[src/rtl/spi_ram_pkg.sv]
// -----------------------------------------------------------------------------
// spi_ram_pkg
// Shared definitions for the SPI burst RAM slice.
//   cmd_e   : 2-bit command field carried in din[DATA_W+1:DATA_W]
//   state_e : controller state (IDLE accepts commands, XFER streams a burst)
// -----------------------------------------------------------------------------
package spi_ram_pkg;

    typedef enum logic [1:0] {
        CMD_WADDR = 2'b00,  // load write address
        CMD_WDATA = 2'b01,  // write payload at write address
        CMD_RADDR = 2'b10,  // load read address
        CMD_READ  = 2'b11   // burst read of payload+1 words
    } cmd_e;

    typedef enum logic {
        ST_IDLE = 1'b0,
        ST_XFER = 1'b1
    } state_e;

endpackage

[src/rtl/spi_burst_ram_if.sv]
// -----------------------------------------------------------------------------
// spi_burst_ram_if
// Command/response bus of the SPI burst RAM.
//   din      : {command[1:0], payload[DATA_W-1:0]}
//   rx_valid : din valid            rx_ready : block accepts a command
//   dout     : read data word       tx_valid : dout valid, held until taken
//   tx_ready : consumer takes dout  cmd_err  : one-cycle dropped-command pulse
// Modports: slave = the RAM block, master = the command source / consumer.
// -----------------------------------------------------------------------------
interface spi_burst_ram_if #(
    parameter int DATA_W = 8
);
    logic [DATA_W+1:0] din;
    logic              rx_valid;
    logic              rx_ready;
    logic [DATA_W-1:0] dout;
    logic              tx_valid;
    logic              tx_ready;
    logic              cmd_err;

    modport slave (
        input  din, rx_valid, tx_ready,
        output rx_ready, dout, tx_valid, cmd_err
    );

    modport master (
        output din, rx_valid, tx_ready,
        input  rx_ready, dout, tx_valid, cmd_err
    );
endinterface

[src/rtl/spi_ram_mem.sv]
// -----------------------------------------------------------------------------
// spi_ram_mem
// Single-port RAM, synchronous write and synchronous read.
//   clk, rst_n : clock, synchronous active-low reset (read register only)
//   i_we       : write i_wdata to mem[i_addr] at this edge
//   i_re       : load o_rdata from mem[i_addr] at this edge, otherwise hold
//   i_addr     : shared read/write address
//   o_rdata    : registered read data (cleared by reset, array is not)
// -----------------------------------------------------------------------------
module spi_ram_mem #(
    parameter int DATA_W = 8,
    parameter int ADDR_W = 8
) (
    input  logic              clk,
    input  logic              rst_n,
    input  logic              i_we,
    input  logic              i_re,
    input  logic [ADDR_W-1:0] i_addr,
    input  logic [DATA_W-1:0] i_wdata,
    output logic [DATA_W-1:0] o_rdata
);
    localparam int DEPTH = 1 << ADDR_W;

    logic [DATA_W-1:0] r_mem [DEPTH];
    logic [DATA_W-1:0] r_rdata;

    // Storage keeps its contents across reset.
    always_ff @(posedge clk) begin
        if (i_we) begin
            r_mem[i_addr] <= i_wdata;
        end
    end

    // The read register doubles as the output word, so it holds between reads.
    always_ff @(posedge clk) begin
        if (!rst_n) begin
            r_rdata <= '0;
        end else if (i_re) begin
            r_rdata <= r_mem[i_addr];
        end
    end

    assign o_rdata = r_rdata;
endmodule

[src/rtl/spi_burst_ram.sv]
// -----------------------------------------------------------------------------
// spi_burst_ram
// Command-driven RAM: set write address, write words (optionally auto-
// incrementing), set read address, and stream bursts of payload+1 words
// with a valid/ready handshake on the output side.
//   clk   : clock, rising edge
//   rst_n : synchronous active-low reset (RAM contents survive)
//   bus   : spi_burst_ram_if.slave (din/rx_valid/rx_ready, dout/tx_valid/
//           tx_ready, cmd_err)
// Parameters: DATA_W word width, ADDR_W address width (<= DATA_W),
//             AUTO_INC 1 = write address advances after each write.
// -----------------------------------------------------------------------------
module spi_burst_ram
    import spi_ram_pkg::*;
#(
    parameter int DATA_W   = 8,
    parameter int ADDR_W   = 8,
    parameter int AUTO_INC = 1
) (
    input logic            clk,
    input logic            rst_n,
    spi_burst_ram_if.slave bus
);
    if (ADDR_W > DATA_W) begin : g_param_check
        $error("spi_burst_ram: ADDR_W must not exceed DATA_W");
    end

    state_e            r_state;
    state_e            w_state_nx;
    logic [ADDR_W-1:0] r_wr_addr;
    logic [ADDR_W-1:0] w_wr_addr_nx;
    logic [ADDR_W-1:0] r_rd_addr;
    logic [ADDR_W-1:0] w_rd_addr_nx;
    logic [DATA_W-1:0] r_remaining;
    logic [DATA_W-1:0] w_remaining_nx;
    logic              r_tx_valid;
    logic              w_tx_valid_nx;
    logic              r_cmd_err;
    logic              w_rx_ready;
    logic              w_accept;
    logic              w_mem_we;
    logic              w_mem_re;
    logic [ADDR_W-1:0] w_mem_addr;
    logic [DATA_W-1:0] w_payload;
    logic [DATA_W-1:0] w_rdata;
    cmd_e              w_cmd;

    assign w_cmd      = cmd_e'(bus.din[DATA_W+1:DATA_W]);
    assign w_payload  = bus.din[DATA_W-1:0];
    assign w_rx_ready = (r_state == ST_IDLE);
    assign w_accept   = bus.rx_valid && w_rx_ready;

    // Next-state and datapath control. Writes only happen in IDLE and reads
    // only on burst start or inside XFER, so one RAM port is enough.
    always_comb begin
        w_state_nx     = r_state;
        w_wr_addr_nx   = r_wr_addr;
        w_rd_addr_nx   = r_rd_addr;
        w_remaining_nx = r_remaining;
        w_tx_valid_nx  = r_tx_valid;
        w_mem_we       = 1'b0;
        w_mem_re       = 1'b0;
        w_mem_addr     = r_rd_addr;

        case (r_state)
            ST_IDLE: begin
                if (w_accept) begin
                    case (w_cmd)
                        CMD_WADDR: w_wr_addr_nx = w_payload[ADDR_W-1:0];
                        CMD_WDATA: begin
                            w_mem_we   = 1'b1;
                            w_mem_addr = r_wr_addr;
                            if (AUTO_INC != 0) begin
                                w_wr_addr_nx = r_wr_addr + 1'b1;
                            end
                        end
                        CMD_RADDR: w_rd_addr_nx = w_payload[ADDR_W-1:0];
                        CMD_READ: begin
                            w_mem_re       = 1'b1;
                            w_rd_addr_nx   = r_rd_addr + 1'b1;
                            w_remaining_nx = w_payload;
                            w_tx_valid_nx  = 1'b1;
                            w_state_nx     = ST_XFER;
                        end
                    endcase
                end
            end
            ST_XFER: begin
                // tx_valid is always high here; a handshake either fetches the
                // next word in the same edge or closes the burst.
                if (bus.tx_ready) begin
                    if (r_remaining != '0) begin
                        w_mem_re       = 1'b1;
                        w_rd_addr_nx   = r_rd_addr + 1'b1;
                        w_remaining_nx = r_remaining - 1'b1;
                    end else begin
                        w_tx_valid_nx = 1'b0;
                        w_state_nx    = ST_IDLE;
                    end
                end
            end
        endcase
    end

    always_ff @(posedge clk) begin
        if (!rst_n) begin
            r_state     <= ST_IDLE;
            r_wr_addr   <= '0;
            r_rd_addr   <= '0;
            r_remaining <= '0;
            r_tx_valid  <= 1'b0;
            r_cmd_err   <= 1'b0;
        end else begin
            r_state     <= w_state_nx;
            r_wr_addr   <= w_wr_addr_nx;
            r_rd_addr   <= w_rd_addr_nx;
            r_remaining <= w_remaining_nx;
            r_tx_valid  <= w_tx_valid_nx;
            r_cmd_err   <= bus.rx_valid && !w_rx_ready;
        end
    end

    spi_ram_mem #(
        .DATA_W (DATA_W),
        .ADDR_W (ADDR_W)
    ) u_mem (
        .clk     (clk),
        .rst_n   (rst_n),
        .i_we    (w_mem_we),
        .i_re    (w_mem_re),
        .i_addr  (w_mem_addr),
        .i_wdata (w_payload),
        .o_rdata (w_rdata)
    );

    assign bus.rx_ready = w_rx_ready;
    assign bus.dout     = w_rdata;
    assign bus.tx_valid = r_tx_valid;
    assign bus.cmd_err  = r_cmd_err;
endmodule

[src/flat_wrapper.sv]
// flat-port wrapper written by rule: the top's interface ports become plain ports
module spi_burst_ram_flat import spi_ram_pkg::*;
#(
    parameter int DATA_W   = 8,
    parameter int ADDR_W   = 8,
    parameter int AUTO_INC = 1
)
  (clk, rst_n, bus_din, bus_rx_valid, bus_tx_ready, bus_rx_ready, bus_dout, bus_tx_valid, bus_cmd_err);
  spi_burst_ram_if #(.DATA_W(DATA_W)) bus_i ();
  input logic clk;
  input logic rst_n;
  input wire logic [$bits(bus_i.din)-1:0] bus_din;
  input wire logic [$bits(bus_i.rx_valid)-1:0] bus_rx_valid;
  input wire logic [$bits(bus_i.tx_ready)-1:0] bus_tx_ready;
  output wire logic [$bits(bus_i.rx_ready)-1:0] bus_rx_ready;
  output wire logic [$bits(bus_i.dout)-1:0] bus_dout;
  output wire logic [$bits(bus_i.tx_valid)-1:0] bus_tx_valid;
  output wire logic [$bits(bus_i.cmd_err)-1:0] bus_cmd_err;
  assign bus_i.din = bus_din;
  assign bus_i.rx_valid = bus_rx_valid;
  assign bus_i.tx_ready = bus_tx_ready;
  assign bus_rx_ready = bus_i.rx_ready;
  assign bus_dout = bus_i.dout;
  assign bus_tx_valid = bus_i.tx_valid;
  assign bus_cmd_err = bus_i.cmd_err;
  spi_burst_ram #(.DATA_W(DATA_W), .ADDR_W(ADDR_W), .AUTO_INC(AUTO_INC)) u_core (.clk(clk), .rst_n(rst_n), .bus(bus_i));
endmodule
[config.mk]
export PLATFORM = sky130hd
export DESIGN_NAME = spi_burst_ram_flat
export DESIGN_NICKNAME = d
export VERILOG_FILES = /design/src/rtl/spi_ram_pkg.sv /design/src/rtl/spi_burst_ram_if.sv /design/src/rtl/spi_ram_mem.sv /design/src/rtl/spi_burst_ram.sv /design/src/flat_wrapper.sv
export SDC_FILE = /design/constraint.sdc
export NUM_CORES = 2
export LEC_CHECK = 0
export ABC_AREA = 0
export BUFFER_PORTS_ARGS = -buffer_cell sky130_fd_sc_hd__buf_2
export CORE_ASPECT_RATIO = 1.2
export CORE_MARGIN = 1.5
export CORE_UTILIZATION = 45
export CTS_CLUSTER_SIZE = 40
export DETAILED_ROUTE_END_ITERATION = 7
export PLACE_DENSITY = 0.65
export SYNTH_ARGS = -nofsm -noshare
export SYNTH_HDL_FRONTEND = slang
export SYNTH_HIERARCHICAL = 1
export SYNTH_SLANG_ARGS = --single-unit
[constraint.sdc]
create_clock -name clk -period 5.1 [get_ports clk]
set_input_delay 0 -clock clk [delete_from_list [all_inputs] [get_ports clk]]
set_output_delay 0 -clock clk [all_outputs]
set_load 0.005 [all_outputs]
==> impl_metrics.csv <==
group,metric,value,unit
run_status,status,"completed",
sta,rsz0062_at_grt,"false",
global_route,grt_max_degree,180,
detailed_routing,drtAntennaViolNets,0,
sta,relSlewSlack,0.2755,
floorplanning,core_area,178900,um2
detailed_routing,wirelength,204.7,mm
placement,port_buffers,24,
setup_path,timing.rr.start,"u_core/r_state$_SDFF_PN0_",
floorplanning,die_h,467.6,um
synth,synthTopCellsByArea,"edfxtp_1 (76%), mux4_2 (13%), nor2_1 (1.2%)",
cells_and_area,nNetsFinal,4161,
detailed_routing,drtIter0Drc,5212,
sta,finalClockSkew,0.02720,ns
clocking,ctsResizeCount,0,
detailed_routing,first_pass_iters,8,
sta,hold_slack,0.03581,ns
sta,worst_pin_slew,1.087,ns
clocking,htree_levels,4,
clocking,clock_sink_count,2083,
clocking,cts_made_buffers,187,
sta,report.final.hold_viol_count,0,
synth,synth_top_area_frac,0.7596,
pwr,powerDensity,384.4,nW/um2
synth,synth_area_per_cell,20.80,um2
global_route,track_usage,0.2245,
pwr,peakVddDrop,0.3383,mV
clocking,clkTransAtPathRegs,0.06,ns
sta,max_freq,0.2066,GHz
setup_path,rr_endpoint,"u_core/u_mem/o_rdata[4]$_SDFFE_PN0P_",
setup_path,crit_arrival,5.61,ns
pwr,switching_share,0.2161,
setup_path,cp.required,5.87,ns
synth,synthFlopType,"edfxtp_1",
synth,synth_enable_flop_cells,2048,
sta,maxSlewViolCount,0,
synth,syn_nets,3911,
cells_and_area,syn_to_final_growth,12.84,%
detailed_routing,vias,41050,
setup_path,cpPeakStageDelay,0.88,ns
synth,netlist_instances,3893,
floorplanning,die-area,182500,um2
pwr,total_leakage_power,0.02760,uW
flow_run,max_cap_violations,0,
synth,synth_warnings,6,
global_route,grt_pass1_vias,40690,
sta,fin_crit,4.840,ns
floorplanning,num_rows,170,
clocking,insertion_delay,0.83,ns
setup_path,path_depth,11,
cells_and_area,nFillCells,13910,
setup_path,end_kind,"register",
setup_path,r2r_cells,11,
synth,synthArstFlopShare,0,
detailed_routing,drcViolationCount,0,
floorplanning,ioPinCount,25,
pwr,pwr-share-seq,0.537,
pwr,power_frac_comb,0.064,
min_path,holdPathStages,1,
min_path,hold_path_class,"input pin to register",
min_path,hp-start,"bus_din[7]",
setup_path,path_buf_inv,1,
min_path,min_to,"u_core/u_mem/r_mem[233][7]$_DFFE_PP_",
setup_path,cp_slowest_cell,"nor4_1",
pwr,power.switching,7590,uW
synth,ys_ff_latch,2083,
clocking,postCtsSetupBuffers,0,
setup_path,cp_cell_sequence,"or3b_1 > nor2_4 > mux2_2 > buf_4 > nor2b_1 > nand2_1 > o22ai_1 > nor4_1 > o22ai_1 > nor3_1 > o221a_2",
clocking,cts_root_buf,"clkbuf_16",
sta,setup_viol,0,
setup_path,worstSetupPathType,"register to register",
detailed_routing,vias_per_cell,6.115,
synth,synth_largest_area_cell,"edfxtp_1",
detailed_routing,wl_per_cell,30.49,um
sta,min_period_over_period,0.9490,
synth,yosys.cell_types.count,68,
setup_path,start_kind,"register",
pwr,internal-power,27520,uW
clocking,tritoncts,"yes",
setup_path,path_max_fanout,17,
placement,gp_congestion,0.8997,
setup_path,ff2ff_setup_slack,0.26,ns
cells_and_area,layout-drive-gt1-share,0.2517,
pwr,clkPwrFrac,0.399,
synth,synth-seq-area-share,0.7683,
setup_path,cpMostUsedCell,"o22ai_1",
sta,tns,0,ns
floorplanning,start_util,0.4526,
synth,syn_area,80960,um2
global_route,grt_pass1_wl,293.7,mm
global_route,grt_antenna_before_repair,3,
global_route,grt-ovfl-total,0,
floorplanning,chipWidth,390.2,um
setup_path,crit_family,"simple AND/OR/NAND/NOR gates",
placement,place_hpwl,129.6,mm
clocking,clockBufferDepth,3,
## synth_stat cells, drive strengths merged, types with 35 or more instances
library cell,n
buf,131
nor2,262
nor3,71
a21oi,47
dfxtp,35
nand2,81
mux4,487
edfxtp,2048
nand3,48
mux2i,64
o22ai,99
o21ai,53
a22oi,80
clkbuf,107
## what timing repair did
action	CTS	global route
setup endpoints to repair	0	0
hold buffers	17	0
endpoints found under the hold margin	604	0
## metal layers
| layer | up-vias | part of all wire | routed length, um | global-route usage |
|---|---|---|---|---|
| li1 | 16860 | - | - | - |
| met5 | - | 0.00017 | 34 | 0 |
| met2 | 1885 | 0.50 | 101800 | 0.3726 |
| met3 | 394 | 0.079 | 16070 | 0.04083 |
| met4 | 6 | 0.040 | 8146 | 0.08501 |
| met1 | 21910 | 0.38 | 78630 | 0.2965 |
## worst register-to-register path, stage by stage (launching register included)
cell	delay, ns
dfxtp_1	0.31
or3b_1	0.52
nor2_4	0.40
mux2_2	0.53
buf_4	0.28
nor2b_1	0.20
nand2_1	0.55
o22ai_1	0.22
nor4_1	0.88
o22ai_1	0.17
nor3_1	0.44
o221a_2	0.28
## cell usage in the layout, fill, tap and decap left out, types with 8 or more instances in the layout
master,n
o21ai_0,44
a31oi_1,15
buf_2,16
a221oi_1,15
a22oi_1,80
a211oi_1,18
nand2b_1,9
mux4_2,481
edfxtp_1,2048
nor3_1,71
a21oi_1,46
dfxtp_1,35
nand4_1,13
a22o_1,14
mux2_2,24
o2111ai_1,9
buf_4,236
clkbuf_16,190
dlygate4sd3_1,17
nor4_1,18
o21ai_1,8
buf_12,22
nor2_1,260
mux2i_1,64
nor2b_1,14
o22ai_1,99
clkinv_1,45
o32ai_1,11
bufinv_16,21
nand2_1,81
inv_1,17
clkinv_2,47
nand3_1,48
o221ai_1,18
clkbuf_1,29
and3_1,9
## logic make-up after synthesis
kind of cell	Yosys count	share of synthesized area
compound gates	416	0.03564
simple gates	558	0.03130
mux	577	0.1473
buf+inv	255	0.01688
fa+ha+maj	4	0.0006182
flops	2083	0.7683
## worst max path at each step
stage                         startpoint                                   end  slack, ns
5_1_grt        u_core/r_state$_SDFF_PN0_  u_core/u_mem/o_rdata[2]$_SDFFE_PN0P_       0.16
2_1_floorplan  u_core/r_state$_SDFF_PN0_  u_core/u_mem/r_mem[148][0]$_DFFE_PP_       1.15
4_1_cts        u_core/r_state$_SDFF_PN0_  u_core/u_mem/o_rdata[1]$_SDFFE_PN0P_       0.34
6_report       u_core/r_state$_SDFF_PN0_  u_core/u_mem/o_rdata[4]$_SDFFE_PN0P_       0.26
3_5_place_dp   u_core/r_state$_SDFF_PN0_  u_core/u_mem/o_rdata[1]$_SDFFE_PN0P_       0.39
3_3_place_gp   u_core/r_state$_SDFF_PN0_  u_core/u_mem/o_rdata[4]$_SDFFE_PN0P_       0.37
## final cells by class
class                           instances  area [um2]  area share
Antenna cell                            3       7.507  0.00008218
Clock inverter                        129        1190     0.01303
Multi-Input combinational cell       1555       17440      0.1909
Clock buffer                          219        4863     0.05324
Tap cell                             2408        3013     0.03298
Timing Repair Buffer                  299        2575     0.02819
Sequential cell                      2083       62200      0.6809
Inverter                               17       63.81   0.0006985
## registers in the layout, indices dropped and copies added (netlist names)
register,cells
u_core/u_mem/r_mem,2048
u_core/r_rd_addr,8
u_core/r_remaining,8
u_core/r_wr_addr,8
u_core/u_mem/o_rdata,8
u_core/bus.cmd_err,1
u_core/bus.tx_valid,1
u_core/r_state,1
## per-stage QoR
step / power [uW] / instance area (um2) / utilization / setup WS [ns] / std cells
6_report: 35110 / 91350 / 0.5107 / 0.2599 / 6713
5_1_grt: 36020 / 91350 / 0.5106 / 0.1645 / 6711
4_1_cts: 35310 / 91340 / 0.5106 / 0.3429 / 6710
3_5_place_dp: 21460 / 85120 / 0.4758 / 0.3904 / 6345
3_3_place_gp: 21430 / 85120 / 0.4758 / 0.3689 / 6345
2_1_floorplan: 20480 / 80960 / - / 1.145 / 3893
## power groups by stage
stage          Combinational, uW  Clock, uW  Sequential, uW
6_report                    2250      14000           18800
5_1_grt                     2360      14800           18800
4_1_cts                     2260      14200           18800
3_5_place_dp                2240          0           19200
3_3_place_gp                2220          0           19200
2_1_floorplan               1290          0           19200
No activity file was read; power rests on OpenSTA's default activity.
